File: src/rtl/csram_arb_pkg.sv
// ============================================================================
// csram_arb_pkg : shared types and constants for the csram two-port arbiter
// Revision 1.0
// ============================================================================
`default_nettype none

package csram_arb_pkg;

  localparam int CSRAM_ADDR_W = 16;
  localparam int CSRAM_DATA_W = 16;

  localparam logic PORT_CPU    = 1'b0;
  localparam logic PORT_LOADER = 1'b1;

  typedef enum logic [1:0] {
    IDLE   = 2'd0,
    ACCESS = 2'd1,
    ACK    = 2'd2
  } arb_state_t;

endpackage

`default_nettype wire

File: src/rtl/csram_arb_if.sv
// ============================================================================
// csram_arb_if : requester ports and SRAM port of the csram arbiter
// Revision 1.0
// ============================================================================
`default_nettype none

interface csram_arb_if
  import csram_arb_pkg::*;
  ();

  logic                    req0;
  logic                    we0;
  logic [CSRAM_ADDR_W-1:0] address0;
  logic [CSRAM_DATA_W-1:0] wdata0;
  logic                    ack0;
  logic [CSRAM_DATA_W-1:0] rdata0;

  logic                    req1;
  logic                    we1;
  logic [CSRAM_ADDR_W-1:0] address1;
  logic [CSRAM_DATA_W-1:0] wdata1;
  logic                    ack1;
  logic [CSRAM_DATA_W-1:0] rdata1;

  logic [CSRAM_ADDR_W-1:0] sram_address;
  logic [CSRAM_DATA_W-1:0] sram_data;
  logic                    sram_write_enable;
  logic                    sram_output_enable;
  logic [CSRAM_DATA_W-1:0] sram_read_data;

  logic                    busy;

  // Arbiter side
  modport slave (
    input  req0, we0, address0, wdata0,
    input  req1, we1, address1, wdata1,
    input  sram_read_data,
    output ack0, rdata0, ack1, rdata1,
    output sram_address, sram_data, sram_write_enable, sram_output_enable,
    output busy
  );

  // Requester / memory side
  modport master (
    output req0, we0, address0, wdata0,
    output req1, we1, address1, wdata1,
    output sram_read_data,
    input  ack0, rdata0, ack1, rdata1,
    input  sram_address, sram_data, sram_write_enable, sram_output_enable,
    input  busy
  );

endinterface

`default_nettype wire

File: src/rtl/csram_arb_select.sv
// ============================================================================
// csram_arb_select : combinational winner pick between CPU and loader ports
// Policy macro: CSRAM_ARB_ROUND_ROBIN_EN (round robin on ties when defined)
// Revision 1.0
// ============================================================================
`default_nettype none

module csram_arb_select
  import csram_arb_pkg::*;
(
  input  logic req0,
  input  logic req1,
`ifdef CSRAM_ARB_ROUND_ROBIN_EN
  input  logic last_grant,
`endif
  output logic grant_valid,
  output logic grant_port
);

  always_comb begin
    grant_valid = req0 | req1;
    grant_port  = PORT_CPU;
`ifdef CSRAM_ARB_ROUND_ROBIN_EN
    if (req0 && req1) begin
      grant_port = ~last_grant;
    end else if (req1) begin
      grant_port = PORT_LOADER;
    end
`else
    if (!req0 && req1) begin
      grant_port = PORT_LOADER;
    end
`endif
  end

endmodule

`default_nettype wire

File: src/rtl/csram_arbiter.sv
// ============================================================================
// csram_arbiter : shares one csram port between CPU (0) and loader (1)
// Optional build macro: CSRAM_ARB_ROUND_ROBIN_EN
// Revision 1.0
// ============================================================================
`default_nettype none

module csram_arbiter
  import csram_arb_pkg::*;
(
  input  wire logic     clk,
  input  wire logic     reset,
  csram_arb_if.slave    bus
);

  arb_state_t              state_q, state_d;
  logic                    grant_q, grant_d;
  logic                    we_q, we_d;
  logic [CSRAM_ADDR_W-1:0] addr_q, addr_d;
  logic [CSRAM_DATA_W-1:0] wdata_q, wdata_d;
  logic [CSRAM_DATA_W-1:0] rdata0_q, rdata0_d;
  logic [CSRAM_DATA_W-1:0] rdata1_q, rdata1_d;

  logic sel_valid;
  logic sel_port;

`ifdef CSRAM_ARB_ROUND_ROBIN_EN
  logic last_grant_q, last_grant_d;
`endif

  csram_arb_select u_select (
    .req0        (bus.req0),
    .req1        (bus.req1),
`ifdef CSRAM_ARB_ROUND_ROBIN_EN
    .last_grant  (last_grant_q),
`endif
    .grant_valid (sel_valid),
    .grant_port  (sel_port)
  );

  always_comb begin
    state_d  = state_q;
    grant_d  = grant_q;
    we_d     = we_q;
    addr_d   = addr_q;
    wdata_d  = wdata_q;
    rdata0_d = rdata0_q;
    rdata1_d = rdata1_q;
`ifdef CSRAM_ARB_ROUND_ROBIN_EN
    last_grant_d = last_grant_q;
`endif
    case (state_q)
      IDLE: begin
        if (sel_valid) begin
          state_d = ACCESS;
          grant_d = sel_port;
          we_d    = (sel_port == PORT_LOADER) ? bus.we1      : bus.we0;
          addr_d  = (sel_port == PORT_LOADER) ? bus.address1 : bus.address0;
          wdata_d = (sel_port == PORT_LOADER) ? bus.wdata1   : bus.wdata0;
`ifdef CSRAM_ARB_ROUND_ROBIN_EN
          last_grant_d = sel_port;
`endif
        end
      end
      ACCESS: begin
        // csram is combinational, so read data is valid within this cycle
        if (!we_q) begin
          if (grant_q == PORT_LOADER) begin
            rdata1_d = bus.sram_read_data;
          end else begin
            rdata0_d = bus.sram_read_data;
          end
        end
        state_d = ACK;
      end
      ACK: begin
        state_d = IDLE;
      end
      default: begin
        state_d = IDLE;
      end
    endcase
  end

  always_ff @(posedge clk or posedge reset) begin
    if (reset) begin
      state_q  <= IDLE;
      grant_q  <= PORT_CPU;
      we_q     <= 1'b0;
      addr_q   <= '0;
      wdata_q  <= '0;
      rdata0_q <= '0;
      rdata1_q <= '0;
`ifdef CSRAM_ARB_ROUND_ROBIN_EN
      last_grant_q <= PORT_LOADER;
`endif
    end else begin
      state_q  <= state_d;
      grant_q  <= grant_d;
      we_q     <= we_d;
      addr_q   <= addr_d;
      wdata_q  <= wdata_d;
      rdata0_q <= rdata0_d;
      rdata1_q <= rdata1_d;
`ifdef CSRAM_ARB_ROUND_ROBIN_EN
      last_grant_q <= last_grant_d;
`endif
    end
  end

  // Address/data stay parked on the last latched operands; enables gate access
  assign bus.sram_address       = addr_q;
  assign bus.sram_data          = wdata_q;
  assign bus.sram_write_enable  = (state_q == ACCESS) &&  we_q;
  assign bus.sram_output_enable = (state_q == ACCESS) && !we_q;

  assign bus.ack0   = (state_q == ACK) && (grant_q == PORT_CPU);
  assign bus.ack1   = (state_q == ACK) && (grant_q == PORT_LOADER);
  assign bus.rdata0 = rdata0_q;
  assign bus.rdata1 = rdata1_q;
  assign bus.busy   = (state_q != IDLE);

endmodule

`default_nettype wire

File: src/flat_wrapper.sv
// flat-port wrapper written by rule: the top's interface ports become plain ports
module csram_arbiter_flat import csram_arb_pkg::*;
  (clk, reset, bus_req0, bus_we0, bus_address0, bus_wdata0, bus_req1, bus_we1, bus_address1, bus_wdata1, bus_sram_read_data, bus_ack0, bus_rdata0, bus_ack1, bus_rdata1, bus_sram_address, bus_sram_data, bus_sram_write_enable, bus_sram_output_enable, bus_busy);
  csram_arb_if bus_i ();
  input  wire logic clk;
  input  wire logic reset;
  input wire logic [$bits(bus_i.req0)-1:0] bus_req0;
  input wire logic [$bits(bus_i.we0)-1:0] bus_we0;
  input wire logic [$bits(bus_i.address0)-1:0] bus_address0;
  input wire logic [$bits(bus_i.wdata0)-1:0] bus_wdata0;
  input wire logic [$bits(bus_i.req1)-1:0] bus_req1;
  input wire logic [$bits(bus_i.we1)-1:0] bus_we1;
  input wire logic [$bits(bus_i.address1)-1:0] bus_address1;
  input wire logic [$bits(bus_i.wdata1)-1:0] bus_wdata1;
  input wire logic [$bits(bus_i.sram_read_data)-1:0] bus_sram_read_data;
  output wire logic [$bits(bus_i.ack0)-1:0] bus_ack0;
  output wire logic [$bits(bus_i.rdata0)-1:0] bus_rdata0;
  output wire logic [$bits(bus_i.ack1)-1:0] bus_ack1;
  output wire logic [$bits(bus_i.rdata1)-1:0] bus_rdata1;
  output wire logic [$bits(bus_i.sram_address)-1:0] bus_sram_address;
  output wire logic [$bits(bus_i.sram_data)-1:0] bus_sram_data;
  output wire logic [$bits(bus_i.sram_write_enable)-1:0] bus_sram_write_enable;
  output wire logic [$bits(bus_i.sram_output_enable)-1:0] bus_sram_output_enable;
  output wire logic [$bits(bus_i.busy)-1:0] bus_busy;
  assign bus_i.req0 = bus_req0;
  assign bus_i.we0 = bus_we0;
  assign bus_i.address0 = bus_address0;
  assign bus_i.wdata0 = bus_wdata0;
  assign bus_i.req1 = bus_req1;
  assign bus_i.we1 = bus_we1;
  assign bus_i.address1 = bus_address1;
  assign bus_i.wdata1 = bus_wdata1;
  assign bus_i.sram_read_data = bus_sram_read_data;
  assign bus_ack0 = bus_i.ack0;
  assign bus_rdata0 = bus_i.rdata0;
  assign bus_ack1 = bus_i.ack1;
  assign bus_rdata1 = bus_i.rdata1;
  assign bus_sram_address = bus_i.sram_address;
  assign bus_sram_data = bus_i.sram_data;
  assign bus_sram_write_enable = bus_i.sram_write_enable;
  assign bus_sram_output_enable = bus_i.sram_output_enable;
  assign bus_busy = bus_i.busy;
  csram_arbiter u_core (.clk(clk), .reset(reset), .bus(bus_i));
endmodule
File: config.mk
export PLATFORM = sky130hd
export DESIGN_NAME = csram_arbiter_flat
export DESIGN_NICKNAME = d
export VERILOG_FILES = /design/src/rtl/csram_arb_pkg.sv /design/src/rtl/csram_arb_if.sv /design/src/rtl/csram_arb_select.sv /design/src/rtl/csram_arbiter.sv /design/src/flat_wrapper.sv
export SDC_FILE = /design/constraint.sdc
export NUM_CORES = 1
export LEC_CHECK = 0
export BUFFER_PORTS_ARGS = -buffer_cell sky130_fd_sc_hd__buf_2
export CAP_MARGIN = 15
export CORE_ASPECT_RATIO = 0.8
export CORE_MARGIN = 4
export CORE_UTILIZATION = 47
export CTS_CLUSTER_SIZE = 8
export DETAILED_ROUTE_END_ITERATION = 6
export GPL_ROUTABILITY_DRIVEN = 1
export PLACE_DENSITY = 0.87
export SYNTH_ARGS = -nofsm -noshare
export SYNTH_HDL_FRONTEND = slang
export SYNTH_SLANG_ARGS = --single-unit
File: constraint.sdc
create_clock -name clk -period 2.25 [get_ports clk]
set_clock_uncertainty 0.1 [all_clocks]
set_input_delay 0.1125 -clock clk [delete_from_list [all_inputs] [get_ports clk]]
set_output_delay 0.1125 -clock clk [all_outputs]
set_load 0.02 [all_outputs]
After elaboration in Yosys (flattened, before gate mapping)
Index checks and enable logic that the tools add are counted.

Equal/unequal tests: 3. Muxes and demuxes: 6. Bitwise gates (word level): 3. Reduce and logical (&&, ||, !) cells: 12.

Operators with widths (number): $mux 16 (2); $reduce_and 3->1 (2); $logic_and 1x1->1 (5); $pmux 2 s2 (1); $eq 2x1->1 const B (1); $eq 2x2->1 const B (1); $logic_not 1->1 (2); $logic_not 2->1 (1); $mux 1 (2); $mux 2 (1); $ne 2x1->1 const B (1); $not 1->1 (2); $reduce_and 2->1 (1); $reduce_bool 2->1 (1); $or 1x1->1 (1).

Bits in registers: 68. Output and inout port bits: 69.

Longest topological paths before layout
Depth in word-level cells: 4. Gate-level depth with buffers: 5.

Hierarchy
A second synthesis with hierarchy kept.

Cell total of the unflattened synthesis: 189. Area total of the unflattened synthesis: 2999.1 um2.

By module, submodules not included: csram_arbiter (instances 1, cells an instance 187, area an instance 2986.6 um2); csram_arb_select (instances 1, cells an instance 2, area an instance 12.5 um2).

Worst setup path after synthesis
No wires, ideal clock.

Path kind: register to register. Start: register u_core.state_q[1]. End: register u_core.rdata1_q[0], in the netlist u_core.bus.rdata1[0]. Library setup time: 0.125 ns. Data arrival time: 1.567 ns. Required time: 2.025 ns. Slack: 0.458 ns. Stages on the path, launching flop included: 6. Cell sequence: dfrtp_1 > nor3b_2 > and2_1 > buf_4 > buf_8 > mux2_4.

Longest elaborated chain between the ends: 2.

Ends and longest elaborated chain: start, declared (line csram_arbiter.sv:16) `arb_state_t state_q, state_d;`; start signal, assigned (line csram_arbiter.sv:98) `state_q <= state_d;`; $eq 2x1->1 (line csram_arbiter.sv:52) `case (state_q)`; $reduce_and 3->1 (no line); end signal, assigned (line csram_arbiter.sv:104) `rdata1_q <= rdata1_d;`; end, declared (line csram_arbiter.sv:22) `logic [CSRAM_DATA_W-1:0] rdata1_q, rdata1_d;`.

No other way between the ends. A chain may end at the register's enable or synchronous reset.

Worst setup path in the final report
Start: register u_core.state_q[1]. End: register u_core.addr_q[0], in the netlist u_core.bus.sram_address[0].

Longest elaborated chain between the ends: 2.

Ends and longest elaborated chain: $logic_not 2->1 (line csram_arbiter.sv:52); $reduce_and 2->1 (no line); end signal, assigned (line csram_arbiter.sv:101) `addr_q <= addr_d;`; end, declared (line csram_arbiter.sv:19) `logic [CSRAM_ADDR_W-1:0] addr_q, addr_d;`.

No other way between the ends.

==> results.md <==
- Setup repair after global routing left no endpoint under its margin.
- The critical path ends at u_core.bus.sram_address[0].
- The via count of the first global-routing pass is 2512.
- The delay of the slowest cell on the worst path is 0.42 ns.
- Once the clock tree was built, the setup fixing pass inserted 0 buffers.
- Dividing the final minimum period by the clock period gives 79.3%.
- The repair_antennas step left the layout with diodes totalling 0.
- The initial utilization of the core area, before any placement, comes to 48.7%.
- The first-pass GRT wire length is 11.8 mm.
- The critical path crosses 4 cells after its start point.
- The area taken by flip-flops and latches is 1700 µm².
- The startpoint of the most critical setup path is u_core.state_q[1].
- The number of pins with negative max-slew slack in the final report is 0.
- The critical path in this run is classified as flop to flop.
- After the last flow step, the layout net total stands at 459.
- The layout has 528 filler cells.
- The total of max-cap violations is 0.
- The worst pin sits at a relative slew slack of 68.7%.
- After the first detailed-routing iteration, the DRC count stood at 22.
- OpenSTA, run right after detailed placement, puts the worst setup slack at 0.472 ns.
- Sorting the synthesized cells by how often they occur yields mux2_4 (80), dfrtp_1 (68), mux2_2 (10).
- The data required time at the worst endpoint is 2.38 ns.
- The floorplan step defined a core boundary enclosing 6890 µm².
- The cell chosen for the clock root is clkbuf_8.
- The CTS tree is yes.
- After clock tree synthesis, the clock-pin slew on the worst setup and hold paths is 0.08 ns.
- The clock sink total is 68.
- The power density relative to cell area is 1420 nW/µm².
- The number of remaining DRC errors is 0.
- The final count of negative-setup-slack endpoints is 0.
- IR analysis of the VDD net gives a maximum drop of 0.703 mV.
- The post-synthesis cell count is 192.
- The vertical die dimension is 83.6 µm.
- Entering global routing, the biggest net connects 39 pins.
- The total standard cell area after synthesis is 3350 µm².
- The kind of cell with the highest combined delay along the critical path is flip-flops.
- The total die area is 8560 µm².
- The worst setup path is captured at a flop.
- The total leakage power is 2.40 nW.
- The number of clock buffers added by TritonCTS is 9.
- The count of instances resized after the clock tree is built is 0.
- The source-to-sink clock delay at the later pin of the worst-skew pair is 0.34 ns.
- The dominant cell by count in the synthesized netlist is mux2_4.
- The final core utilization is 65.9%.
- The summed negative setup slack over all endpoints is 0 ns.
- The worst register-to-register path begins at u_core.state_q[1].
- Global routing consumed, over all layers together, 17.8% of the routing resources.
- The share of cells above drive strength 1 is 72.0%.
- The most used flip-flop cell after synthesis is dfrtp_1.
- In this run the mean area of a mapped cell was 17.5 µm².
- The multi-input logic area is 1490 µm².
- The weighted congestion reported at the end of routability-driven placement is 0.740.
- In this run, synthesis produced a sequential element count of 68.
- Traced cell by cell, the critical path runs through nor2_1 -> o21a_2 -> buf_4 -> mux2_2.
- In the post-synthesis netlist, the biggest area contributors are dfrtp_1 (51%), mux2_4 (36%), mux2_2 (3.4%).
- The total count of hold-check failures in the final report was 0.
- The library cell with the largest summed area after synthesis is dfrtp_1.
- The placed wire-length estimate is 5.34 mm.
- The worst register-to-register path has a setup slack of 0.46 ns.
- In the synthesized netlist the async set-or-reset flop fraction comes to 100%.
- When the netlist entered floorplanning its net count stood at 278.
- After detailed placement, the design holds a cell count of 429.
- The number of buffer and inverter stages on the critical path is 1.
- The routed layout has 2220 vias.
- The endpoint identified for the worst register-to-register timing path is u_core.bus.sram_address[0].
- The count of flip-flops with a built-in enable after synthesis is 0.
- The actual transition at the worst max-transition pin is 0.470 ns.
- After detailed routing, the total wire length is 7.41 mm.
- In this run the tool buffered the top-level ports with 154 buffer cells.
- The arrival time reported for the critical path endpoint is 1.91 ns.
- The clock passes through at most 2 buffers.
- Of all nets on the critical path, the largest fanout is 23.
- The first detailed-routing pass took 2 iterations.
- Setup slack closes at 0.465 ns.
- The netlist uses 19 different library cells.
- 155 I/O pins were placed.
- After detailed routing, the number of vias per cell comes to 4.77.
- The die is 102 µm wide.
- The initial antenna violation count is 0.
- The number of placement rows is 27.
- Summing all placed instances gives a cell area of 4140 µm².
- For the worst flop-to-flop path, the logic depth is 4.
- The sequential share of the synthesized area is 50.7%.
- The average routed wire per standard cell is 15.9 µm.
- After routing the design area is 4540 µm².
- The top cell type's share of synthesized area is 50.7%.
- The run finished with clean final reports.
- The worst setup path is launched from a flop.
- The final cell count without fillers is 465.
- The H-tree depth is 3.
- The count of synthesis-stage warnings from yosys is 0.
- The post-synthesis to final-layout area growth is 35.4%.
- The peak clock frequency supported by timing is 560 MHz.
- Among all stages on the critical path, the largest delay is contributed by dfrtp_1.
- The post-layout minimum cycle time is 1.79 ns.
- The post-route antenna net violation count is 0.
- In this run the worst hold path is classified as input pin to flop.
- For this run the aggregate overflow at the end of global routing stands at 0.
## routing by layer
metal / wire length (µm) / track usage [%] / vias to the layer above
li1: - / - / 1042
met1: 2960 / 20.1 / 1059
met2: 3660 / 30.4 / 105
met3: 665 / 7.52 / 14
met4: 123 / 5.24 / 0
met5: 0 / 0 / -
## repair_timing
| action | in CTS | in global routing |
|---|---|---|
| hold buffers | 19 | 1 |
| endpoints found under the setup margin | 0 | 0 |
| endpoints found under the hold margin | 101 | 1 |
## cells by family after synthesis
kind of cell | Yosys count | synth area share [%]
muxes | 98 | 41.9
DFF | 68 | 50.7
buffers and inverters | 14 | 4.93
and+or+nand+nor | 9 | 1.94
AOI/OAI and AO/OA | 3 | 0.522
## tightest hold or removal path, cell delays in order
cell and delay (ns):
buf_2 0.07, mux2_4 0.12, mux2_4 0.12
## placed cells by master (no fill, tap or decap)
cell	n
a21oi_1	2
and2_1	2
and2b_1	1
and3b_1	1
buf_2	154
buf_4	8
bufinv_16	1
clkbuf_8	9
clkinv_2	1
clkinv_4	2
clkinvlp_4	2
dfrtp_1	68
dlygate4sd3_1	20
inv_1	1
inv_2	1
inv_6	1
mux2_1	8
mux2_2	10
mux2_4	80
nand2b_2	1
nor2_1	1
nor2b_1	1
nor3b_1	1
nor3b_2	1
o21a_2	1
## state kept, by name, summed over array words and instances, names as in the netlist
signal	count
u_core.bus.rdata0	16
u_core.bus.rdata1	16
u_core.bus.sram_address	16
u_core.bus.sram_data	16
u_core.grant_q	1
u_core.state_q	2
u_core.we_q	1
## area by class of cell
type	instances	share of cell area, %
Tap cell	87	2.40
Multi-Input combinational cell	110	32.8
Inverter	2	0.165
Timing Repair Buffer	182	22.7
Clock buffer	9	2.73
Clock inverter	7	1.68
Sequential cell	68	37.5
## power by group
part           total (mW)  switching, mW  internal, mW
Clock                1.01          0.488         0.517
Combinational        3.20           1.59          1.60
Sequential           2.22          0.366          1.86
Total                6.42           2.45          3.97
## how the worst min path moves through the flow
stage / start / to / cells past startpoint
after floorplan: bus_req0 / u_core.grant_q / 1
after global placement: reset / u_core.bus.sram_data[0] / 3
after detailed placement: reset / u_core.bus.sram_data[0] / 3
after CTS: bus_wdata1[2] / u_core.bus.sram_data[2] / 3
after global routing: bus_wdata1[1] / u_core.bus.sram_data[1] / 3
final: bus_wdata0[2] / u_core.bus.sram_data[2] / 3
## metrics by stage
step / total power [mW] / hold slack (ns)
finish: 6.42 / 0.0191
global route: 6.80 / 0.000220
floorplan: 4.52 / 0.0982
global placement: 5.32 / 0.110
detailed placement: 5.41 / 0.118
CTS: 6.48 / 0.00507
Power figures use the tool's default switching activity.
